$ cat src/rtl/memory_port_arbiter.sv
// memory_port_arbiter: shares one single-ported data memory between a load
// requester and a store requester. Each requester owns a one-deep pending
// slot. At most one slot issues per cycle: a store goes first when both slots
// target the same word, otherwise grants alternate between requesters.
//
// Ports
//   clk_i, rst_i                     clock, synchronous active-high reset
//   ld_req_i, ld_addr_i              load request pulse and byte address
//   ld_busy_o                        load slot cannot accept a request now
//   ld_valid_o, ld_data_o            one-cycle load completion and word
//   st_req_i, st_addr_i, st_data_i,
//   st_width_i                       store request (0 byte, 1 half, 2 word, 3 none)
//   st_busy_o, st_done_o             store slot full, one-cycle store commit
//   mem_en_o, mem_we_o, mem_addr_o,
//   mem_be_o, mem_wdata_o            memory port, driven from slot state
//   mem_rdata_i                      read data, one cycle after a read issue
//   overflow_o                       sticky: a request hit a busy slot
module memory_port_arbiter #(
  parameter int unsigned ADDR_WIDTH = 12
) (
  input  logic                  clk_i,
  input  logic                  rst_i,
  input  logic                  ld_req_i,
  input  logic [ADDR_WIDTH-1:0] ld_addr_i,
  output logic                  ld_busy_o,
  output logic                  ld_valid_o,
  output logic [31:0]           ld_data_o,
  input  logic                  st_req_i,
  input  logic [ADDR_WIDTH-1:0] st_addr_i,
  input  logic [31:0]           st_data_i,
  input  logic [1:0]            st_width_i,
  output logic                  st_busy_o,
  output logic                  st_done_o,
  output logic                  mem_en_o,
  output logic                  mem_we_o,
  output logic [ADDR_WIDTH-3:0] mem_addr_o,
  output logic [3:0]            mem_be_o,
  output logic [31:0]           mem_wdata_o,
  input  logic [31:0]           mem_rdata_i,
  output logic                  overflow_o
);

  localparam int unsigned WORD_AW = ADDR_WIDTH - 2;

  typedef enum logic {
    GRANT_LD = 1'b0,
    GRANT_ST = 1'b1
  } grant_e;

  // Load slot keeps only the word address; loads always read the full word.
  logic               ld_v_q;
  logic [WORD_AW-1:0] ld_waddr_q;
  logic               st_v_q;
  logic [ADDR_WIDTH-1:0] st_addr_q;
  logic [31:0]        st_data_q;
  logic [1:0]         st_width_q;
  grant_e             last_grant_q;
  logic               ld_pend_q;
  logic               st_pend_q;
  logic               overflow_q;

  logic               issue_ld;
  logic               issue_st;
  logic               same_word;
  logic [3:0]         st_be;
  logic               ld_addr_lo_unused;

  assign ld_addr_lo_unused = ^ld_addr_i[1:0];

  assign same_word = (ld_waddr_q == st_addr_q[ADDR_WIDTH-1:2]);

  // Grant selection; nothing issues while reset is held.
  always_comb begin
    issue_ld = 1'b0;
    issue_st = 1'b0;
    if (!rst_i) begin
      if (ld_v_q && st_v_q) begin
        // Same word: store first so the load observes the new data.
        if (same_word || (last_grant_q == GRANT_LD)) issue_st = 1'b1;
        else                                         issue_ld = 1'b1;
      end else if (ld_v_q) begin
        issue_ld = 1'b1;
      end else if (st_v_q) begin
        issue_st = 1'b1;
      end
    end
  end

  // A slot being issued this cycle frees up for a same-cycle request.
  assign ld_busy_o = ld_v_q && !issue_ld;
  assign st_busy_o = st_v_q && !issue_st;

  // Store byte enables; the reserved width writes no bytes but still completes.
  always_comb begin
    st_be = 4'h0;
    case (st_width_q)
      2'd0:    st_be = 4'b0001 << st_addr_q[1:0];
      2'd1:    st_be = 4'b0011 << {st_addr_q[1], 1'b0};
      2'd2:    st_be = 4'hF;
      default: st_be = 4'h0;
    endcase
  end

  // Memory port driven straight from the granted slot.
  always_comb begin
    mem_en_o    = 1'b0;
    mem_we_o    = 1'b0;
    mem_addr_o  = '0;
    mem_be_o    = 4'h0;
    mem_wdata_o = 32'h0;
    if (issue_st) begin
      mem_en_o    = 1'b1;
      mem_we_o    = 1'b1;
      mem_addr_o  = st_addr_q[ADDR_WIDTH-1:2];
      mem_be_o    = st_be;
      mem_wdata_o = st_data_q;
    end else if (issue_ld) begin
      mem_en_o    = 1'b1;
      mem_addr_o  = ld_waddr_q;
      mem_be_o    = 4'hF;
    end
  end

  // Slot, grant history, completion and overflow state.
  always_ff @(posedge clk_i) begin
    if (rst_i) begin
      ld_v_q       <= 1'b0;
      ld_waddr_q   <= '0;
      st_v_q       <= 1'b0;
      st_addr_q    <= '0;
      st_data_q    <= 32'h0;
      st_width_q   <= 2'd0;
      last_grant_q <= GRANT_ST;
      ld_pend_q    <= 1'b0;
      st_pend_q    <= 1'b0;
      overflow_q   <= 1'b0;
    end else begin
      if (ld_req_i && !ld_busy_o) begin
        ld_v_q     <= 1'b1;
        ld_waddr_q <= ld_addr_i[ADDR_WIDTH-1:2];
      end else if (issue_ld) begin
        ld_v_q     <= 1'b0;
      end

      if (st_req_i && !st_busy_o) begin
        st_v_q     <= 1'b1;
        st_addr_q  <= st_addr_i;
        st_data_q  <= st_data_i;
        st_width_q <= st_width_i;
      end else if (issue_st) begin
        st_v_q     <= 1'b0;
      end

      if (issue_ld || issue_st) last_grant_q <= issue_st ? GRANT_ST : GRANT_LD;

      ld_pend_q <= issue_ld;
      st_pend_q <= issue_st;

      if ((ld_req_i && ld_busy_o) || (st_req_i && st_busy_o)) overflow_q <= 1'b1;
    end
  end

  // Completions are masked while reset is held so in-flight work never reports.
  assign ld_valid_o = ld_pend_q && !rst_i;
  assign st_done_o  = st_pend_q && !rst_i;
  assign ld_data_o  = ld_valid_o ? mem_rdata_i : 32'h0;
  assign overflow_o = overflow_q;

endmodule
$ cat config.mk
export PLATFORM = sky130hd
export DESIGN_NAME = memory_port_arbiter
export DESIGN_NICKNAME = d
export VERILOG_FILES = /design/src/rtl/memory_port_arbiter.sv
export SDC_FILE = /design/constraint.sdc
export NUM_CORES = 1
export LEC_CHECK = 0
export BUFFER_PORTS_ARGS = -buffer_cell sky130_fd_sc_hd__buf_2
export CORE_ASPECT_RATIO = 1.25
export CORE_MARGIN = 2
export CORE_UTILIZATION = 35
export CTS_CLUSTER_DIAMETER = 30
export CTS_CLUSTER_SIZE = 14
export DETAILED_ROUTE_END_ITERATION = 8
export GPL_ROUTABILITY_DRIVEN = 0
export PLACE_DENSITY = 0.77
export SLEW_MARGIN = 15
export SYNTH_ARGS = -nofsm -noshare
export SYNTH_HDL_FRONTEND = slang
export SYNTH_SLANG_ARGS = --single-unit
export TNS_END_PERCENT = 5
$ cat constraint.sdc
create_clock -name clk_i -period 3.8 [get_ports clk_i]
set_input_delay 0.19 -clock clk_i [delete_from_list [all_inputs] [get_ports clk_i]]
set_output_delay 0.19 -clock clk_i [all_outputs]
set_load 0.03 [all_outputs]
==> metrics.cfg, run 1 <==
[outcome]
outcome = finished clean

[clock_network]
cts_made_buffers = 9
cts-root-buf = clkbuf_16
ctsResizeCount = 0
htree_levels = 3
path_clk_slew_ns = 0.05
postCtsSetupBuffers = 0
cts_sinks = 62
hold_buffers = 0
clkLatencyLatePin_ns = 0.33
clockBufferDepth = 2
cts_tree = done

[grt]
grt_antenna_before_repair = 2
grt.overflow.total = 0
grt_max_degree = 67
grtUsageTotal = 0.202
grt_first_pass_wirelength_mm = 16.2
grt_pass1_vias = 3353

[yosys]
synth_seq_area_share = 0.385
syn-num-nets = 491
async_flop_share = 0
yosys_most_used_dff = dfxtp_1
syn_inst = 397
syn_area_um2 = 3220
ys_ff_latch = 62
synth_cell_type_count = 35
synth_edf_count = 0
yosys_warnings = 0
synth.avg_cell_area_um2 = 8.12

[worst_hold_path]
hold_start = st_data_i[21]
worstHoldPathType = in -> reg

[critical_path]
critPathCaptureType = output port
cp.required_ns = 3.61
cp_cell_sequence = xnor2_1 -> and4_1 -> nand3_1 -> a311oi_4 -> buf_4 -> a22o_1 -> buf_2
crit_slowest_cell = a311oi_4
crit_path_start = st_addr_q[6]$_SDFFE_PP0P_
r2r-start = st_addr_q[10]$_SDFFE_PP0P_
start_kind = register
path_class = reg -> out
cpPeakStageDelay_ns = 0.74
arrival_ns = 2.90
path_max_fanout = 32

[route]
drt_iter0_drc = 146
firstDrtPassIters = 4
drt_wl_total_mm = 10.2
drc = 0
wire_per_inst_um = 14.9
viasPerCell = 5.24
num_vias = 3575
postRouteAntennaNets = 0

[die]
rows = 39
dieHeight_um = 111
start_util = 0.357
pin_count = 179
coreArea_um2 = 9030
dieArea_um2 = 9990
die_w_um = 89.8

[pwr]
p_total_mw = 1.86
p_leak_nw = 2.09
power_density_nw_per_um2 = 419
peakVddDrop_mv = 0.267

[final_layout]
synthToLayoutAreaGrowth_pct = 37.9
nets = 647
final_util = 0.492
drive_gt1_frac = 0.367
stdcell_count = 682
fin_area_um2 = 4440
fillers = 900

[sta]
setup_tns_ns = 0
holdWs_ns = 0.118
min_period_over_period = 0.813
tightest_slew_ns = 0.749
final_max_slew_viol_count = 0
setup_violations = 0
fmax_ghz = 0.324
hold_viol_final = 0
layout_min_cycle_time_ns = 3.09
relSlewSlack = 0.501
rsz0062_at_grt = no
fin_skew_ns = 0.00693
worst_slack_ns = 0.711

[placed_design]
dpl.cell_count = 665
io_buffers = 176
placed_cell_area_um2 = 4130
dp_slack_ns = 1.11
hpwlAfterDp_mm = 7.24

[run]
cap_violations = 0

[layout make-up]
type,instances,area [um2],area share
diodes,1,2.50,0.000563
clock buffers,12,246,0.0555
clock inverters,4,70.1,0.0158
inverters,5,18.8,0.00422
multi-input cells,293,1790,0.402
flip-flops and latches,62,1240,0.279
well taps,123,154,0.0346
repair buffers,182,926,0.208
[cells in the mapped netlist (3+ instances only)]
cell type	instances	area share
nand3_1	57	0.089
buf_2	5	0.0078
inv_1	5	0.0058
o21ai_1	12	0.019
o21ai_0	45	0.070
nor2_1	4	0.0047
a21oi_1	59	0.092
dfxtp_1	62	0.39
xnor2_1	10	0.027
a22o_1	10	0.027
and2_1	65	0.13
a31o_1	4	0.011
nand2_1	3	0.0035
clkbuf_1	22	0.026
buf_6	6	0.021
[layout by cell type (no fill, tap or decap), types with 6 or more instances in the layout]
cell type  Yosys  routed
o21ai_1       12      12
xnor2_1       10      10
nand3_1       57      57
clkbuf_16      0       9
a21oi_1       59      59
and2_1        65      65
o21ai_0       45      45
buf_2          5     176
a22o_1        10      10
dfxtp_1       62      62
buf_4          2       6
[report_power, final]
group          total [mW]  switching, mW  internal (mW)  leakage (nW)
combinational       0.282          0.173          0.109          1.43
sequential          0.717         0.0275          0.690         0.511
clock               0.864          0.275          0.589         0.157
total                1.86          0.476           1.39          2.09
[cells by family after synthesis]
family / synth area share
AO/OA/AOI/OAI: 0.265
AND/OR/NAND/NOR: 0.252
flip-flops: 0.385
buffers and inverters: 0.0672
XOR/XNOR: 0.0272
multiplexers: 0.00311
[flip-flops by register name (all words and copies together) (netlist names)]
signal	flops
st_v_q	1
st_width_q	2
overflow_o	1
ld_pend_q	1
st_data_q	32
ld_v_q	1
st_addr_q	12
last_grant_q	1
ld_waddr_q	10
st_pend_q	1
[layer usage]
metal,GRT usage,vias to the layer above,share of wire
met5,0,-,0.0014
met1,0.210,1661,0.38
li1,-,1720,-
met2,0.368,174,0.51
met3,0.0748,18,0.089
met4,0.0759,2,0.024
[worst paths after layout]
path                                 to  cells after the start  slack (ns)
max reg2reg   st_addr_q[3]$_SDFFE_PP0P_                      6        1.46
min reg2reg  st_data_q[19]$_SDFFE_PP0P_                      2        0.46
min          st_data_q[21]$_SDFFE_PP0P_                      3        0.12
max                       mem_addr_o[7]                      7        0.71
[critical path, delay by kind of cell, from the launching register on]
kind,cells,cell delay [ns]
AND/OR/NAND/NOR,2,0.42
flip-flops,1,0.34
buffers and inverters,2,0.60
AO/OA/AOI/OAI,2,0.94
XOR/XNOR,1,0.24
Note: power is estimated with default switching activity, not from simulation.
==> inputs of run 2 (changes only) <==
--- a/config.mk
+++ b/config.mk
@@ -5,6 +5,7 @@
 export SDC_FILE = /design/constraint.sdc
 export NUM_CORES = 1
 export LEC_CHECK = 0
+export ABC_AREA = 1
 export BUFFER_PORTS_ARGS = -buffer_cell sky130_fd_sc_hd__buf_2
 export CORE_ASPECT_RATIO = 1.25
 export CORE_MARGIN = 2
==> constraint.sdc (replaced) <==
create_clock -name clk_i -period 2.8 [get_ports clk_i]
set_input_delay 0.14 -clock clk_i [delete_from_list [all_inputs] [get_ports clk_i]]
set_output_delay 0.14 -clock clk_i [all_outputs]
set_load 0.03 [all_outputs]
==> run 2 against run 1 <==
Non-clock buffer count did not move; combinational power rose by 91%; sequential cell count did not move; largest power group is now sequential cells.
==> metrics.cfg, run 2 <==
[outcome]
outcome = finished clean

[sta]
fmax_ghz = 0.408
setup_tns_ns = 0
hold_viol_final = 0
fin_skew_ns = 0.00631
relSlewSlack = 0.364
setup_violations = 0
final_max_slew_viol_count = 0
min_period_over_period = 0.875
rsz0062_at_grt = no
layout_min_cycle_time_ns = 2.45
tightest_slew_ns = 0.951

[final_layout]
drive_gt1_frac = 0.273
stdcell_count = 868
largest_register = st_data_q
nets = 829
fillers = 1067
final_cell_mix = buf_2 (176), nor2_1 (133), inv_1 (108)
antenna_cells = 0
largest_reg_flops = 32
top_regs = st_data_q (32), st_addr_q (12), ld_waddr_q (10)
synthToLayoutAreaGrowth_pct = 32.9
final_common_cell = buf_2

[critical_path]
r2r-start = st_addr_q[3]$_SDFFE_PP0P_
cpPeakStageDelay_ns = 0.46
cp.required_ns = 2.66
path_buf_inv = 3
crit_slowest_cell = nand2_2
cp_cell_sequence = inv_1 -> nand2_1 -> nand2_1 -> nor2_1 -> nand2_1 -> nor2_1 -> nand2_1 -> nand3_2 -> nand2_4 -> nand2_2 -> inv_1 -> buf_2
rr_endpoint = st_data_q[14]$_SDFFE_PP0P_
crit_family = simple AND/OR/NAND/NOR gates
cp.depth = 12
path_max_fanout = 32
reg2regPathDepth = 14
critPathCaptureType = output port
path_class = reg -> out
r2r_slack_ns = 0.50
path_common_cell = nand2_1
arrival_ns = 2.31
crit_path_start = st_addr_q[3]$_SDFFE_PP0P_
cp-endpoint = st_busy_o
start_kind = register

[grt]
grt_antenna_before_repair = 1
grt.overflow.total = 0
grt_max_degree = 59
grt_pass1_vias = 3158
grt_first_pass_wirelength_mm = 14.4
grtUsageTotal = 0.166

[yosys]
synth_seq_area_share = 0.346
synth_cell_type_count = 22
ys_ff_latch = 62
synth_top_area_frac = 0.346
synth_area_leader_cell = dfxtp_1
synth_common_cells = nor2_1 (133), inv_1 (109), nand2_1 (93)
async_flop_share = 0
ys_top_cells_by_area = dfxtp_1 (35%), nor2_1 (14%), inv_1 (11%), nand2_1 (9.7%), nand3b_1 (9.6%)
syn-num-nets = 675
syn_area_um2 = 3590
synth_most_common_cell = nor2_1
synth_edf_count = 0
syn_inst = 581
yosys_most_used_dff = dfxtp_1
yosys_warnings = 0
synth.avg_cell_area_um2 = 6.17

[clock_network]
clockBufferDepth = 2
clkLatencyLatePin_ns = 0.32
htree_levels = 3
path_clk_slew_ns = 0.05
cts_made_buffers = 9
cts_sinks = 62
cts_tree = done
ctsResizeCount = 0
cts-root-buf = clkbuf_16
postCtsSetupBuffers = 0
hold_buffers = 0

[route]
drc = 0
postRouteAntennaNets = 0
viasPerCell = 4.47
drt_iter0_drc = 180
wire_per_inst_um = 11.1
drt_wl_total_mm = 9.64
num_vias = 3877
firstDrtPassIters = 4

[die]
rows = 41
start_util = 0.357
die_w_um = 94.5
dieHeight_um = 117
dieArea_um2 = 11100
coreArea_um2 = 10100
pin_count = 179

[worst_hold_path]
worstHoldPathType = in -> reg

[pwr]
peakVddDrop_mv = 0.282
power_density_nw_per_um2 = 534
p_leak_nw = 2.71

[placed_design]
hpwlAfterDp_mm = 6.64
io_buffers = 176
dpl.cell_count = 853

[run]
cap_violations = 0

## run 2: cell types whose count changed after synthesis, moves of 7 or more
cell      before  now
o21ai_1       12    1
xnor2_1       10    0
o22ai_1        0    9
a22o_1        10    0
nand3_1       57   14
and2_1        65    0
nor2_1         4  133
clkbuf_1      22   15
buf_1          2   11
nand2_1        3   93
inv_1          5  109
o21ai_0       45    5
nand3b_1       0   46
## run 2: logic make-up after synthesis
logic type      after synthesis  synth area share
flops                        62             0.346
compound gates               78             0.115
buf+inv                     150             0.176
simple gates                291             0.364
## run 2: final cells by class
cell class	count	area, um2	area share
Clock inverter	1	5.00	0.00105
Sequential cell	62	1240	0.260
Inverter	111	417	0.0874
Clock buffer	14	264	0.0554
Tap cell	129	161	0.0339
Multi-Input combinational cell	369	1720	0.360
Timing Repair Buffer	182	963	0.202
## run 2: worst register-to-register path, delay by kind of cell, from the launching register on
family | cells | cell delay, ns
buffers and inverters | 2 | 0.34
DFF | 1 | 0.36
and+or+nand+nor | 12 | 1.48
## run 2: how the worst min path moves through the flow
stage	slack, ns	depth (start not counted)	from	to
2_1_floorplan	0.21	1	rst_i	ld_v_q$_SDFFE_PP0P_
3_3_place_gp	0.42	2	rst_i	st_v_q$_SDFFE_PP0P_
3_5_place_dp	0.43	2	rst_i	ld_v_q$_SDFFE_PP0P_
4_1_cts	0.08	2	rst_i	st_v_q$_SDFFE_PP0P_
5_1_grt	0.10	2	rst_i	st_v_q$_SDFFE_PP0P_
6_report	0.1	2	rst_i	ld_v_q$_SDFFE_PP0P_
## run 2: layer usage
metal | GRT usage | part of all wire | wire, um | vias to the layer above
met5 | 0 | 0.0013 | 13 | -
met4 | 0.0667 | 0.015 | 143 | 2
met3 | 0.0429 | 0.084 | 808 | 11
met2 | 0.299 | 0.48 | 4650 | 129
met1 | 0.187 | 0.42 | 4030 | 1669
li1 | - | - | - | 2066
## run 2: through the flow
step	hold slack [ns]	setup WS [ns]	util	cell area (um2)	total power, mW
2_1_floorplan	0.212	0.867	-	3590	1.41
3_3_place_gp	0.422	0.567	0.447	4500	1.55
3_5_place_dp	0.428	0.531	0.447	4500	1.56
4_1_cts	0.0836	0.340	0.474	4770	2.58
5_1_grt	0.103	0.0743	0.474	4770	2.70
6_report	0.0967	0.349	0.474	4770	2.54
## run 2: where the power goes
part           internal (mW)  total, mW  switching (mW)
registers              0.958       1.00          0.0454
logic                  0.206      0.539           0.333
clock network          0.640       1.00           0.362
total                   1.81       2.54           0.740
==> inputs of run 3 (changes only) <==
==> constraint.sdc (replaced) <==
create_clock -name clk_i -period 2.8 [get_ports clk_i]
set_input_delay 0.42 -clock clk_i [delete_from_list [all_inputs] [get_ports clk_i]]
set_output_delay 0.42 -clock clk_i [all_outputs]
set_load 0.03 [all_outputs]
==> run 3 against run 2 <==
Combinational power shrank 1%; sequential power is essentially flat; largest power group is now the clock network; cell count grew 0.35%; largest cell class unchanged; setup slack lost 0.071 ns; hold slack gained 0.28 ns; sequential cell count is the same; clock-buffer cell count shrank 2; register-to-register slack gained 0.24 ns; global-route usage shrank 1.1 points; sequential share of layout area shrank 0.075 points.
==> metrics.cfg, run 3 (synthesis gave the netlist of run 2 again) <==
[route]
drt_iter0_drc = 160
viasPerCell = 4.37
drc = 0
firstDrtPassIters = 4
wire_per_inst_um = 10.6
drt_wl_total_mm = 9.26
postRouteAntennaNets = 0
num_vias = 3804

[final_layout]
drive_gt1_frac = 0.276
antenna_cells = 0
final_common_cell = buf_2
regArea_um2 = 1240
final_util = 0.475
nets = 831
stdcell_count = 871
synthToLayoutAreaGrowth_pct = 33.3
largest_register = st_data_q
multi_input_area_um2 = 1720
final_cell_mix = buf_2 (176), nor2_1 (133), inv_1 (108)
fin_area_um2 = 4780
largest_reg_flops = 32
fillers = 1094
top_regs = st_data_q (32), st_addr_q (12), ld_waddr_q (10)

[pwr]
p_switching_mw = 0.751
cell_internal_pwr_mw = 1.85
power_frac_comb = 0.205
p_total_mw = 2.60
pwr-share-clk = 0.409
seq_power_share = 0.386
peakVddDrop_mv = 0.259
power_density_nw_per_um2 = 543
p_leak_nw = 2.71
netSwitchingFraction = 0.289

[grt]
grt_pass1_vias = 3016
grt_max_degree = 59
grt_antenna_before_repair = 0
grtUsageTotal = 0.156
grt_first_pass_wirelength_mm = 13.6
grt.overflow.total = 0

[sta]
tightest_slew_ns = 0.731
worst_slack_ns = 0.278
final_max_slew_viol_count = 0
holdWs_ns = 0.372
relSlewSlack = 0.513
layout_min_cycle_time_ns = 2.52
setup_violations = 0
hold_viol_final = 0
rsz0062_at_grt = no
min_period_over_period = 0.901
fin_skew_ns = 0.00884
setup_tns_ns = 0
fmax_ghz = 0.396

[die]
dieArea_um2 = 11100
pin_count = 179
dieHeight_um = 117
start_util = 0.357
rows = 41
coreArea_um2 = 10100
die_w_um = 94.5

[placed_design]
io_buffers = 176
hpwlAfterDp_mm = 6.51
dp_slack_ns = 0.558
dpl.cell_count = 855
placed_cell_area_um2 = 4490

[critical_path]
critPathCaptureType = output port
crit_family = simple AND/OR/NAND/NOR gates
path_buf_inv = 3
arrival_ns = 2.10
path_max_fanout = 17
cp.required_ns = 2.38
start_kind = register
path_class = reg -> out
path_common_cell = nand2_1
crit_slowest_cell = dfxtp_1
cp_cell_sequence = inv_1 -> nand2_1 -> nand2_1 -> a21oi_1 -> nand2_1 -> o21bai_1 -> nand2_1 -> nand2_2 -> inv_1 -> nand2_1 -> o21ai_0 -> buf_2
cpPeakStageDelay_ns = 0.36

[run]
cap_violations = 0

[clock_network]
hold_buffers = 0
path_clk_slew_ns = 0.06
clkLatencyLatePin_ns = 0.31
cts_tree = done
cts-root-buf = clkbuf_16
cts_sinks = 62
ctsResizeCount = 0
cts_made_buffers = 9
htree_levels = 3
postCtsSetupBuffers = 0
clockBufferDepth = 2

[outcome]
outcome = finished clean

[worst_hold_path]
worstHoldPathType = in -> reg

run 3: cell count changes in the layout (fill, tap and decap cells not counted), sizes merged:
cell / before / now
buf: 182 / 184
clkbuf: 14 / 12
bufinv: 0 / 1
clkinv: 1 / 2
clkinvlp: 0 / 1
run 3: layout make-up:
| class | count | area share |
|---|---|---|
| multi-input cells | 369 | 0.361 |
| flip-flops and latches | 62 | 0.260 |
| repair buffers | 184 | 0.199 |
| inverters | 111 | 0.0871 |
| clock buffers | 12 | 0.0495 |
| well taps | 129 | 0.0338 |
| clock inverters | 4 | 0.00995 |
run 3: per-layer routing:
| metal | up-vias | global-route usage | wire [um] |
|---|---|---|---|
| li1 | 2072 | - | - |
| met1 | 1603 | 0.188 | 4010 |
| met2 | 127 | 0.280 | 4540 |
| met3 | 2 | 0.0307 | 651 |
| met4 | 0 | 0.0444 | 57 |
| met5 | - | 0 | 0 |
run 3: path summary, 6_finish.rpt:
path,startpoint,end,slack (ns),cells after the start
min reg2reg,st_width_q[1]$_SDFFE_PP0P_,st_width_q[1]$_SDFFE_PP0P_,0.48,2
max reg2reg,st_addr_q[4]$_SDFFE_PP0P_,st_data_q[2]$_SDFFE_PP0P_,0.74,14
max,st_addr_q[11]$_SDFFE_PP0P_,mem_addr_o[5],0.28,12
min,rst_i,ld_v_q$_SDFFE_PP0P_,0.37,2
run 3: power groups by stage:
stage / Sequential, mW / Combinational [mW] / Clock, mW
6_report: 1.00 / 0.533 / 1.06
5_1_grt: 1.01 / 0.602 / 1.15
4_1_cts: 1.00 / 0.537 / 1.10
3_5_place_dp: 1.02 / 0.536 / 0
3_3_place_gp: 1.02 / 0.532 / 0
2_1_floorplan: 1.01 / 0.398 / 0
